<file path="config.mk">
export PLATFORM = sky130hd
export DESIGN_NAME = multicycle_alu
export DESIGN_NICKNAME = d
export VERILOG_FILES = /design/src/rtl/alu_pkg.sv /design/src/rtl/seq_divider.sv /design/src/rtl/multicycle_alu.sv
export SDC_FILE = /design/constraint.sdc
export NUM_CORES = 2
export LEC_CHECK = 0
export BUFFER_PORTS_ARGS = -buffer_cell sky130_fd_sc_hd__buf_4
export CAP_MARGIN = 20
export CELL_PAD_IN_SITES_DETAIL_PLACEMENT = 1
export CELL_PAD_IN_SITES_GLOBAL_PLACEMENT = 1
export CORE_MARGIN = 10
export CORE_UTILIZATION = 45
export CTS_BUF_LIST = sky130_fd_sc_hd__clkbuf_4 sky130_fd_sc_hd__clkbuf_8
export DETAILED_ROUTE_END_ITERATION = 8
export PLACE_DENSITY = 0.82
export SLEW_MARGIN = 20
export SYNTH_ARGS = -nofsm -noshare
export SYNTH_HDL_FRONTEND = slang
export SYNTH_SLANG_ARGS = --single-unit
export TNS_END_PERCENT = 5
</file>
<file path="constraint.sdc">
create_clock -name clk -period 15.75 [get_ports clk]
set_clock_uncertainty 0.1 [all_clocks]
set_input_delay 3.15 -clock clk [delete_from_list [all_inputs] [get_ports clk]]
set_output_delay 3.15 -clock clk [all_outputs]
set_load 0.01 [all_outputs]
</file>
<file path="src/rtl/alu_pkg.sv">
// Shared opcode and FSM encodings for the multicycle ALU.
package alu_pkg;

   localparam int unsigned DefaultWidth = 32;

   typedef enum logic [3:0] {
      OpAdd = 4'd0,
      OpSub = 4'd1,
      OpAnd = 4'd2,
      OpOr  = 4'd3,
      OpShr = 4'd4,
      OpShl = 4'd5,
      OpRor = 4'd6,
      OpRol = 4'd7,
      OpNeg = 4'd8,
      OpNot = 4'd9,
      OpMul = 4'd10,
      OpDiv = 4'd11
   } alu_op_e;

   typedef enum logic [1:0] {
      StIdle,
      StMul,
      StDiv,
      StDone
   } alu_state_e;

endpackage

</file>
<file path="src/rtl/seq_divider.sv">
// Signed restoring divider, one quotient bit per cycle after load.
// quotient/remainder are the final sign-corrected results, valid while last is high.
module seq_divider #(
   parameter int unsigned WIDTH = 32
) (
   input  logic             clk,
   input  logic             clr,
   input  logic             load,
   input  logic [WIDTH-1:0] dividend,
   input  logic [WIDTH-1:0] divisor,
   output logic [WIDTH-1:0] quotient,
   output logic [WIDTH-1:0] remainder,
   output logic             last
);

   localparam int unsigned CW = $clog2(WIDTH);

   logic             run_q;
   logic [CW-1:0]    cnt_q;
   logic [WIDTH-1:0] q_q, r_q, d_q;
   logic             neg_q_q, neg_r_q;

   logic [WIDTH-1:0] dividend_abs, divisor_abs;
   logic [WIDTH:0]   r_sh;
   logic             fits;
   logic [WIDTH-1:0] r_nx, q_nx;

   always_comb begin
      dividend_abs = dividend[WIDTH-1] ? -dividend : dividend;
      divisor_abs  = divisor[WIDTH-1] ? -divisor : divisor;
      r_sh         = {r_q, q_q[WIDTH-1]};
      fits         = r_sh >= {1'b0, d_q};
      r_nx         = fits ? (r_sh[WIDTH-1:0] - d_q) : r_sh[WIDTH-1:0];
      q_nx         = {q_q[WIDTH-2:0], fits};
      quotient     = neg_q_q ? -q_nx : q_nx;
      remainder    = neg_r_q ? -r_nx : r_nx;
      // WIDTH is a power of two, so the final iteration is the all-ones count
      last         = run_q && (&cnt_q);
   end

   always_ff @(posedge clk or posedge clr) begin
      if (clr) begin
         run_q   <= 1'b0;
         cnt_q   <= '0;
         q_q     <= '0;
         r_q     <= '0;
         d_q     <= '0;
         neg_q_q <= 1'b0;
         neg_r_q <= 1'b0;
      end else if (load) begin
         run_q   <= 1'b1;
         cnt_q   <= '0;
         q_q     <= dividend_abs;
         r_q     <= '0;
         d_q     <= divisor_abs;
         neg_q_q <= dividend[WIDTH-1] ^ divisor[WIDTH-1];
         neg_r_q <= dividend[WIDTH-1];
      end else if (run_q) begin
         q_q   <= q_nx;
         r_q   <= r_nx;
         cnt_q <= cnt_q + CW'(1);
         if (&cnt_q) run_q <= 1'b0;
      end
   end

endmodule

</file>
<file path="src/rtl/multicycle_alu.sv">
// Multicycle ALU: single-cycle logic/shift ops, iterative Booth multiply and signed divide.
module multicycle_alu
   import alu_pkg::*;
#(
   parameter int unsigned WIDTH = DefaultWidth,
   parameter int unsigned SHW   = $clog2(WIDTH)
) (
   input  logic             clk,
   input  logic             clr,
   input  logic             start,
   input  logic [3:0]       op,
   input  logic [WIDTH-1:0] Ra,
   input  logic [WIDTH-1:0] Rb,
   output logic             busy,
   output logic             done,
   output logic             div_zero,
   output logic [WIDTH-1:0] ZHI,
   output logic [WIDTH-1:0] ZLO
);

   alu_state_e       state_q, state_d;
   logic [3:0]       op_q;
   logic [WIDTH-1:0] a_q, b_q;
   logic [SHW-1:0]   cnt_q;
   logic [WIDTH:0]   acc_q, acc_d, sum;
   logic [WIDTH-1:0] mq_q, mq_d;
   logic             qm1_q;

   logic             accept, div_load, div_last, iter_last;
   logic [WIDTH-1:0] quo, rem, sc_lo;
   logic [SHW-1:0]   amt, neg_amt;
   logic             shift_oob;

   assign accept   = (state_q == StIdle) && start;
   assign div_load = accept && (op == OpDiv);
   assign busy     = (state_q != StIdle);
   assign done     = (state_q == StDone);
   assign iter_last = ((state_q == StMul) && (&cnt_q)) || ((state_q == StDiv) && div_last);

   seq_divider #(
      .WIDTH(WIDTH)
   ) u_div (
      .clk      (clk),
      .clr      (clr),
      .load     (div_load),
      .dividend (Ra),
      .divisor  (Rb),
      .quotient (quo),
      .remainder(rem),
      .last     (div_last)
   );

   // Single-cycle ops are evaluated straight from the inputs on the accepting edge
   always_comb begin
      amt       = Rb[SHW-1:0];
      neg_amt   = -amt;
      shift_oob = |(Rb >> SHW);
      sc_lo     = '0;
      case (op)
         OpAdd: sc_lo = Ra + Rb;
         OpSub: sc_lo = Ra - Rb;
         OpAnd: sc_lo = Ra & Rb;
         OpOr:  sc_lo = Ra | Rb;
         OpShr: sc_lo = shift_oob ? '0 : (Ra >> amt);
         OpShl: sc_lo = shift_oob ? '0 : (Ra << amt);
         OpRor: sc_lo = (Ra >> amt) | (Ra << neg_amt);
         OpRol: sc_lo = (Ra << amt) | (Ra >> neg_amt);
         OpNeg: sc_lo = -Rb;
         OpNot: sc_lo = ~Rb;
         default: sc_lo = '0;
      endcase
   end

   // Radix-2 Booth step; accumulator carries one guard bit for the most-negative multiplicand
   always_comb begin
      case ({mq_q[0], qm1_q})
         2'b01:   sum = acc_q + {b_q[WIDTH-1], b_q};
         2'b10:   sum = acc_q - {b_q[WIDTH-1], b_q};
         default: sum = acc_q;
      endcase
      acc_d = {sum[WIDTH], sum[WIDTH:1]};
      mq_d  = {sum[0], mq_q[WIDTH-1:1]};
   end

   always_comb begin
      state_d = state_q;
      case (state_q)
         StIdle: begin
            if (start) begin
               if (op == OpMul)      state_d = StMul;
               else if (op == OpDiv) state_d = StDiv;
               else                  state_d = StDone;
            end
         end
         StMul, StDiv: if (iter_last) state_d = StDone;
         StDone:  state_d = StIdle;
         default: state_d = StIdle;
      endcase
   end

   always_ff @(posedge clk or posedge clr) begin
      if (clr) begin
         state_q  <= StIdle;
         op_q     <= '0;
         a_q      <= '0;
         b_q      <= '0;
         cnt_q    <= '0;
         acc_q    <= '0;
         mq_q     <= '0;
         qm1_q    <= 1'b0;
         div_zero <= 1'b0;
         ZHI      <= '0;
         ZLO      <= '0;
      end else begin
         state_q <= state_d;
         if (accept) begin
            op_q  <= op;
            a_q   <= Ra;
            b_q   <= Rb;
            cnt_q <= '0;
            acc_q <= '0;
            mq_q  <= Ra;
            qm1_q <= 1'b0;
            if (op != OpMul && op != OpDiv) begin
               ZLO      <= sc_lo;
               ZHI      <= '0;
               div_zero <= 1'b0;
            end
         end
         if (state_q == StMul) begin
            acc_q <= acc_d;
            mq_q  <= mq_d;
            qm1_q <= mq_q[0];
            cnt_q <= cnt_q + SHW'(1);
         end
         if (iter_last) begin
            if (op_q == OpDiv) begin
               if (b_q == '0) begin
                  ZLO      <= '1;
                  ZHI      <= a_q;
                  div_zero <= 1'b1;
               end else begin
                  ZLO      <= quo;
                  ZHI      <= rem;
                  div_zero <= 1'b0;
               end
            end else begin
               ZHI      <= acc_d[WIDTH-1:0];
               ZLO      <= mq_d;
               div_zero <= 1'b0;
            end
         end
      end
   end

endmodule
</file>
### Word-level counts from Yosys, hierarchy flattened

Index checks and enable logic that the tools add are counted.
Widths: inputs -> output; s select.

* bits of input ports: 71
* flip-flop bits (word level): 310
* logic and storage cells: 129
* output and inout port bits: 67

* $add $sub $neg: 12
* reduce and logical (&&, ||, !) cells: 21
* order comparisons: 1
* mux-type cells: 46
* bitwise gates (word level): 6
* equality and inequality tests: 21
* shift operators: 4

Operators by type and width (count)
* $mux 32: 23
* $pmux 32 s10: 1
* $neg 32->32: 4
* $or 32x32->32: 3
* $mux 33: 2
* $pmux 33 s2: 1
* $shl 32x5->32: 2
* $shr 32x5->32: 2
* $sub 32x32->32: 2
* $add 33x33->33: 1
* $ge 33x32->1: 1
* $sub 33x33->33: 1
* $add 32x32->32: 1
* $and 32x32->32: 1
* $logic_not 32->1: 1
* $not 32->32: 1
* $reduce_or 27->1: 1
* $eq 4x4->1 const B: 5
* $mux 5: 4
* $eq 4x3->1 const B: 4
* $mux 1: 11
* $add 5x1->5 const B: 2
* $reduce_and 5->1: 2
* $reduce_bool 2->1: 5
* 16 further kinds: 30

### Longest topological paths before layout

* depth in word-level cells: 7
* gate-level depth with buffers: 25

### By module

A second synthesis with hierarchy kept.

* cell total of the unflattened synthesis: 4247
* area, all modules: 33404.5 µm²

Modules (own cells, without submodules)
* multicycle_alu: times used 1, sequential area each 5129.9 µm², area each 23767.8 µm², cells an instance 3032
* seq_divider: times used 1, sequential area each 2602.5 µm², area each 9636.7 µm², cells an instance 1215

### Worst setup path before layout

OpenSTA, ideal clock, no wires.

* kind: input -> register
* start point: input port Rb[0]
* end point: register ZLO[31]
* path buffers: 6
* library setup time: 138 ps
* data arrival time: 8598 ps
* slack: 6914 ps
* stages on the path: 24
* path through: clkbuf_1 clkbuf_1 inv_1 clkbuf_1 ha_1 inv_1 buf_1 buf_1 clkbuf_1 o21ai_0 inv_1 ha_1 nor2b_1 o21ai_0 a21boi_0 o21ai_0 a21boi_0 o311ai_0 nand3_1 a41oi_1 nor2_1 a221oi_1 mux2i_1 o211ai_1

* longest elaborated chain between the ends: 7
* elaborated cells between the ends (all ways): 16
* classes of those cells: add/sub: 4; shift: 4; mux: 6; bitwise: 2

Ends and longest elaborated chain
* start: declaration: line multicycle_alu.sv:13 `input logic [WIDTH-1:0] Rb,`
* $neg 5->5: line multicycle_alu.sv:56 `neg_amt = -amt;`
* $shr 32x5->32 / $shl 32x5->32 (equally long branches): line multicycle_alu.sv:67, multicycle_alu.sv:66
* $or 32x32->32, on equally long branches: line multicycle_alu.sv:67, multicycle_alu.sv:66
* $pmux 32 s10 (*): line multicycle_alu.sv:59 `case (op)`
* $mux 32 (*): line multicycle_alu.sv:124 `if (op != OpMul && op != OpDiv) begin`
* $mux 32 (*): line multicycle_alu.sv:116 `if (accept) begin`
* $mux 32 (*): line multicycle_alu.sv:136 `if (iter_last) begin`
* end signal: assignment: line multicycle_alu.sv:125 `ZLO <= sc_lo;`
* end signal: assignment: line multicycle_alu.sv:143 `ZLO <= quo;`
* end signal: assignment: line multicycle_alu.sv:149 `ZLO <= mq_d;`
* end: declaration: line multicycle_alu.sv:18 `output logic [WIDTH-1:0] ZLO`

Mark *: on every way between the ends. The rest lies on a longest branch, timed or not. The select of a mux whose other input is x is not followed.
A chain may end at the register's enable or synchronous reset.

### Final worst setup path

Ends and elaborated chain as after synthesis.

==> results.md <==
* Layout Nets at 4391
* Cell Pwr Density at 206 nW/um2
* Largest net degree at the start of global routing at 150
* Synthesized instance count at between 4000 and 5000
* Met3 usage at 6.96%
* P_leak at 0.0145 uW
* Part of the power in registers at between 20% and 30%
* Dpl cells at approximately 5000
* Max-Slew Margin vs Limit at 17.1%
* GR peak layer: met2
* Worst Path Max Fanout at 18
* Met1 Resource Use GR at 46.5%
* DRT iter0 DRCs at 4099
* Layout cells sized above 1 at 10.2%
* Post-DRT Antenna Nets at 0
* Worst EP arrival at 9.11 ns
* DRC viols at 0
* Area Growth Syn to Fin at 9.26%
* Antenna violations before repair at 12
* Post-synth net total at 4475
* CP endpoint kind: flop
* RSZ-0062 raised after global routing: false
* Worst slew pin tran at ~1.2 ns
* Worst Path Required at 16.23 ns
* Drt pass-1 iters at 6
* Reg clk slew, reported paths at 0.07 ns
* Setup TNS at 0 ns
* Die Width at 284 um
* Status: finished clean
* Minimum clock period at ~8.6 ns
* Die Y at between 200 and 300 um
* Final GP Congestion at ~1.1
* Int Power at about 3300 uW
* Net Sw Frac at between 50% and 60%
* Max-Cap Viols at 0
* Number of synthesized flops with an enable pin at 0
* DIE AREA at 80600 um2
* Area occupied by multi-input gates at around 22000 um2
* Port bufs at 137
* Fmax at 116 MHz
* Delay of the slowest critical-path stage at 0.70 ns
* Final Cycle Share at 54.8%
* CTS tree: done
* Clock root cell: clkbuf_8
* Fin util at 49.8%
* DR vias at 34900
* WL/cell at slightly above 30 um
* Pins Over Slew Limit at 0
* WS Path Type: input pin to flop
* Clock Sinks at 309
* Comb power frac at about two thirds
* H-tree Lvls at 2
* Worst path cell trace: buf_4, inv_1, ha_2, nand2_1, nor3_1, nand3_1, or3_1, or2_1, or4_1, or3_1, a21boi_1, mux2i_1, ha_1, a21oi_1, nor2b_1, o21ai_0, nand2b_1, a221oi_1, mux2i_1, o211ai_1
* PostCTS Resize Cnt at 0
* Fillers at 8657
* Cts hold-fix bufs at 0
* Vias/cell at 6.74
* Global route overflow at 0
* IO Pins at 138
* Number of global-route vias before repair at 34700
* Fin. Hold Viols at 0
* Net switching power at 3780 uW
* CP Launch Type: input pin
* Final Non-Filler Cells at about 5200
* Core footprint at approximately 70000 um2
* First-pass GRT wire length at 232 mm
* Slowest CP cell: nor3_1
* Clock Latency Late Sink at between 0.7 and 0.8 ns
* FFs w/ async S/R, synth at 100%
* Commonest cells after routing, fill and taps aside: nand2_1 (721), o21ai_0 (442), nor2_1 (395)
* Commonest non-fill, non-tap cell in the layout: nand2_1
* Synth Flop Type: dfrtp_1
* Setup Buffers After CTS at 0
* Clock share of power at 13.5%
* VDD IR-drop max at 0.188 mV
* Met2 usage at about 57%
* Clk buf depth at 3
* GRT Total Usage at 37.4%
* Post-synthesis cell type count at 89
* Setup Viol. Count Final at 0
* TritonCTS Buffers at 57
* Syn avg cell area at 7.32 um2
* Flops & latches, synth at 309
* Reg area at 7740 um2
* Initial core utilization at 45.5%
* Post-detail-place hpwl at between 100 and 150 mm
* Drt total wl at 157 mm
* HP Class: flop to flop
* Synthesized cell area at between 30000 and 40000 um2
* Ys Warns at 0
* Share of the yosys chip area belonging to registers at 24.7%
* Row cnt at 96
[final timing paths]
check | start | to | slack (ns) | depth (start not counted)
worst max-delay path | Rb[0] | ZLO[31]$_DFFE_PP0P_ | 7.12 | 20
worst min-delay path | ZHI[7]$_DFFE_PP0P_ | ZHI[7]$_DFFE_PP0P_ | 0.38 | 2
worst max register to register | u_div.d_q[7]$_DFFE_PP0P_ | ZHI[24]$_DFFE_PP0P_ | 8.74 | 20
worst min register to register | ZHI[7]$_DFFE_PP0P_ | ZHI[7]$_DFFE_PP0P_ | 0.38 | 2
max in group asynchronous | clr | u_div.r_q[28]$_DFFE_PP0P_ | 11.56 | 3
min in group asynchronous | clr | u_div.q_q[5]$_DFFE_PP0P_ | 2.47 | 2
[stage by stage]
stage	hold slack, ns	total power, uW	area, um2	setup WS, ns
after global placement	0.360	5800	32900	6.92
after CTS	0.383	6920	34200	7.25
after floorplan	0.346	4420	31300	3.96
final	0.378	7040	34300	7.12
after global routing	0.407	7470	34200	6.81
after detailed placement	0.367	5920	32900	6.55
[cells in the mapped netlist, types with 9 or more instances]
cell type | count | area (um2)
a211oi_1 | 91 | 683
dfrtp_1 | 309 | 7730
a31oi_1 | 49 | 307
xor2_1 | 107 | 937
o221ai_1 | 35 | 307
or2_2 | 14 | 87.6
o211ai_1 | 58 | 435
and3_1 | 25 | 156
or4_1 | 20 | 150
a32o_1 | 9 | 90.1
ha_1 | 116 | 1450
inv_1 | 99 | 372
mux4_2 | 24 | 541
a22o_1 | 12 | 105
and2_1 | 14 | 87.6
xnor2_1 | 166 | 1450
mux2_2 | 41 | 462
buf_1 | 53 | 199
o22ai_1 | 38 | 238
nor2b_1 | 22 | 138
nor3_1 | 81 | 405
o21ai_0 | 442 | 2210
a21boi_0 | 12 | 90.1
clkbuf_1 | 285 | 1070
nor2_1 | 397 | 1490
o21a_1 | 34 | 255
o31ai_1 | 38 | 285
a21oi_1 | 355 | 1780
a21o_1 | 41 | 308
nor4_1 | 29 | 181
nand4_1 | 23 | 144
o41ai_1 | 17 | 149
nand2_1 | 722 | 2710
nand2b_1 | 29 | 181
a22oi_1 | 21 | 158
a221oi_1 | 39 | 342
or3_1 | 27 | 169
mux2i_1 | 190 | 1900
o21bai_1 | 17 | 128
nand3_1 | 45 | 225
[cells by family after synthesis]
family,after synthesis,synth area share [%]
AND/OR/NAND/NOR,1478,20.4
AO/OA/AOI/OAI,1399,27.7
buffers and inverters,452,5.50
flip-flops,309,24.7
XOR/XNOR,273,7.63
multiplexers,255,9.26
adder cells (fa/ha/maj),119,4.82
[routing by layer]
layer | vias to the layer above | routed length [um]
met4 | 8 | 13100
met3 | 527 | 14300
met5 | - | 38
met1 | 17200 | 61700
met2 | 1960 | 68200
li1 | 15200 | -
[worst max-delay path: cells and delay by family]
| kind | cells | cell delay [ns] |
|---|---|---|
| and+or+nand+nor | 9 | 3.24 |
| AOI/OAI and AO/OA | 5 | 1.25 |
| adders and majority gates | 2 | 0.70 |
| muxes | 2 | 0.41 |
| buffers and inverters | 2 | 0.33 |
[power groups by stage]
stage	clock network [uW]	registers, uW	logic [uW]
final	954	1520	4570
after global routing	990	1550	4930
after CTS	956	1500	4470
after detailed placement	0	1510	4420
after global placement	0	1490	4310
after floorplan	0	1360	3070
[registers in the layout, summed over array words and instances, names as in the netlist, 2 cells and up]
signal       flops
ZHI             32
ZLO             32
a_q             32
acc_q           32
b_q             32
cnt_q            5
mq_q            32
op_q             4
state_q          2
u_div.cnt_q      5
u_div.d_q       32
u_div.q_q       32
u_div.r_q       32
[cell type report]
class | instances | share of cell area [%]
multi-input cells | 3524 | 64.3
diodes | 8 | 0.0584
clock inverters | 19 | 0.771
inverters | 105 | 1.17
clock buffers | 84 | 3.19
well taps | 931 | 3.40
repair buffers | 204 | 4.51
flip-flops and latches | 309 | 22.6
Note: power is estimated with default switching activity, not from simulation.
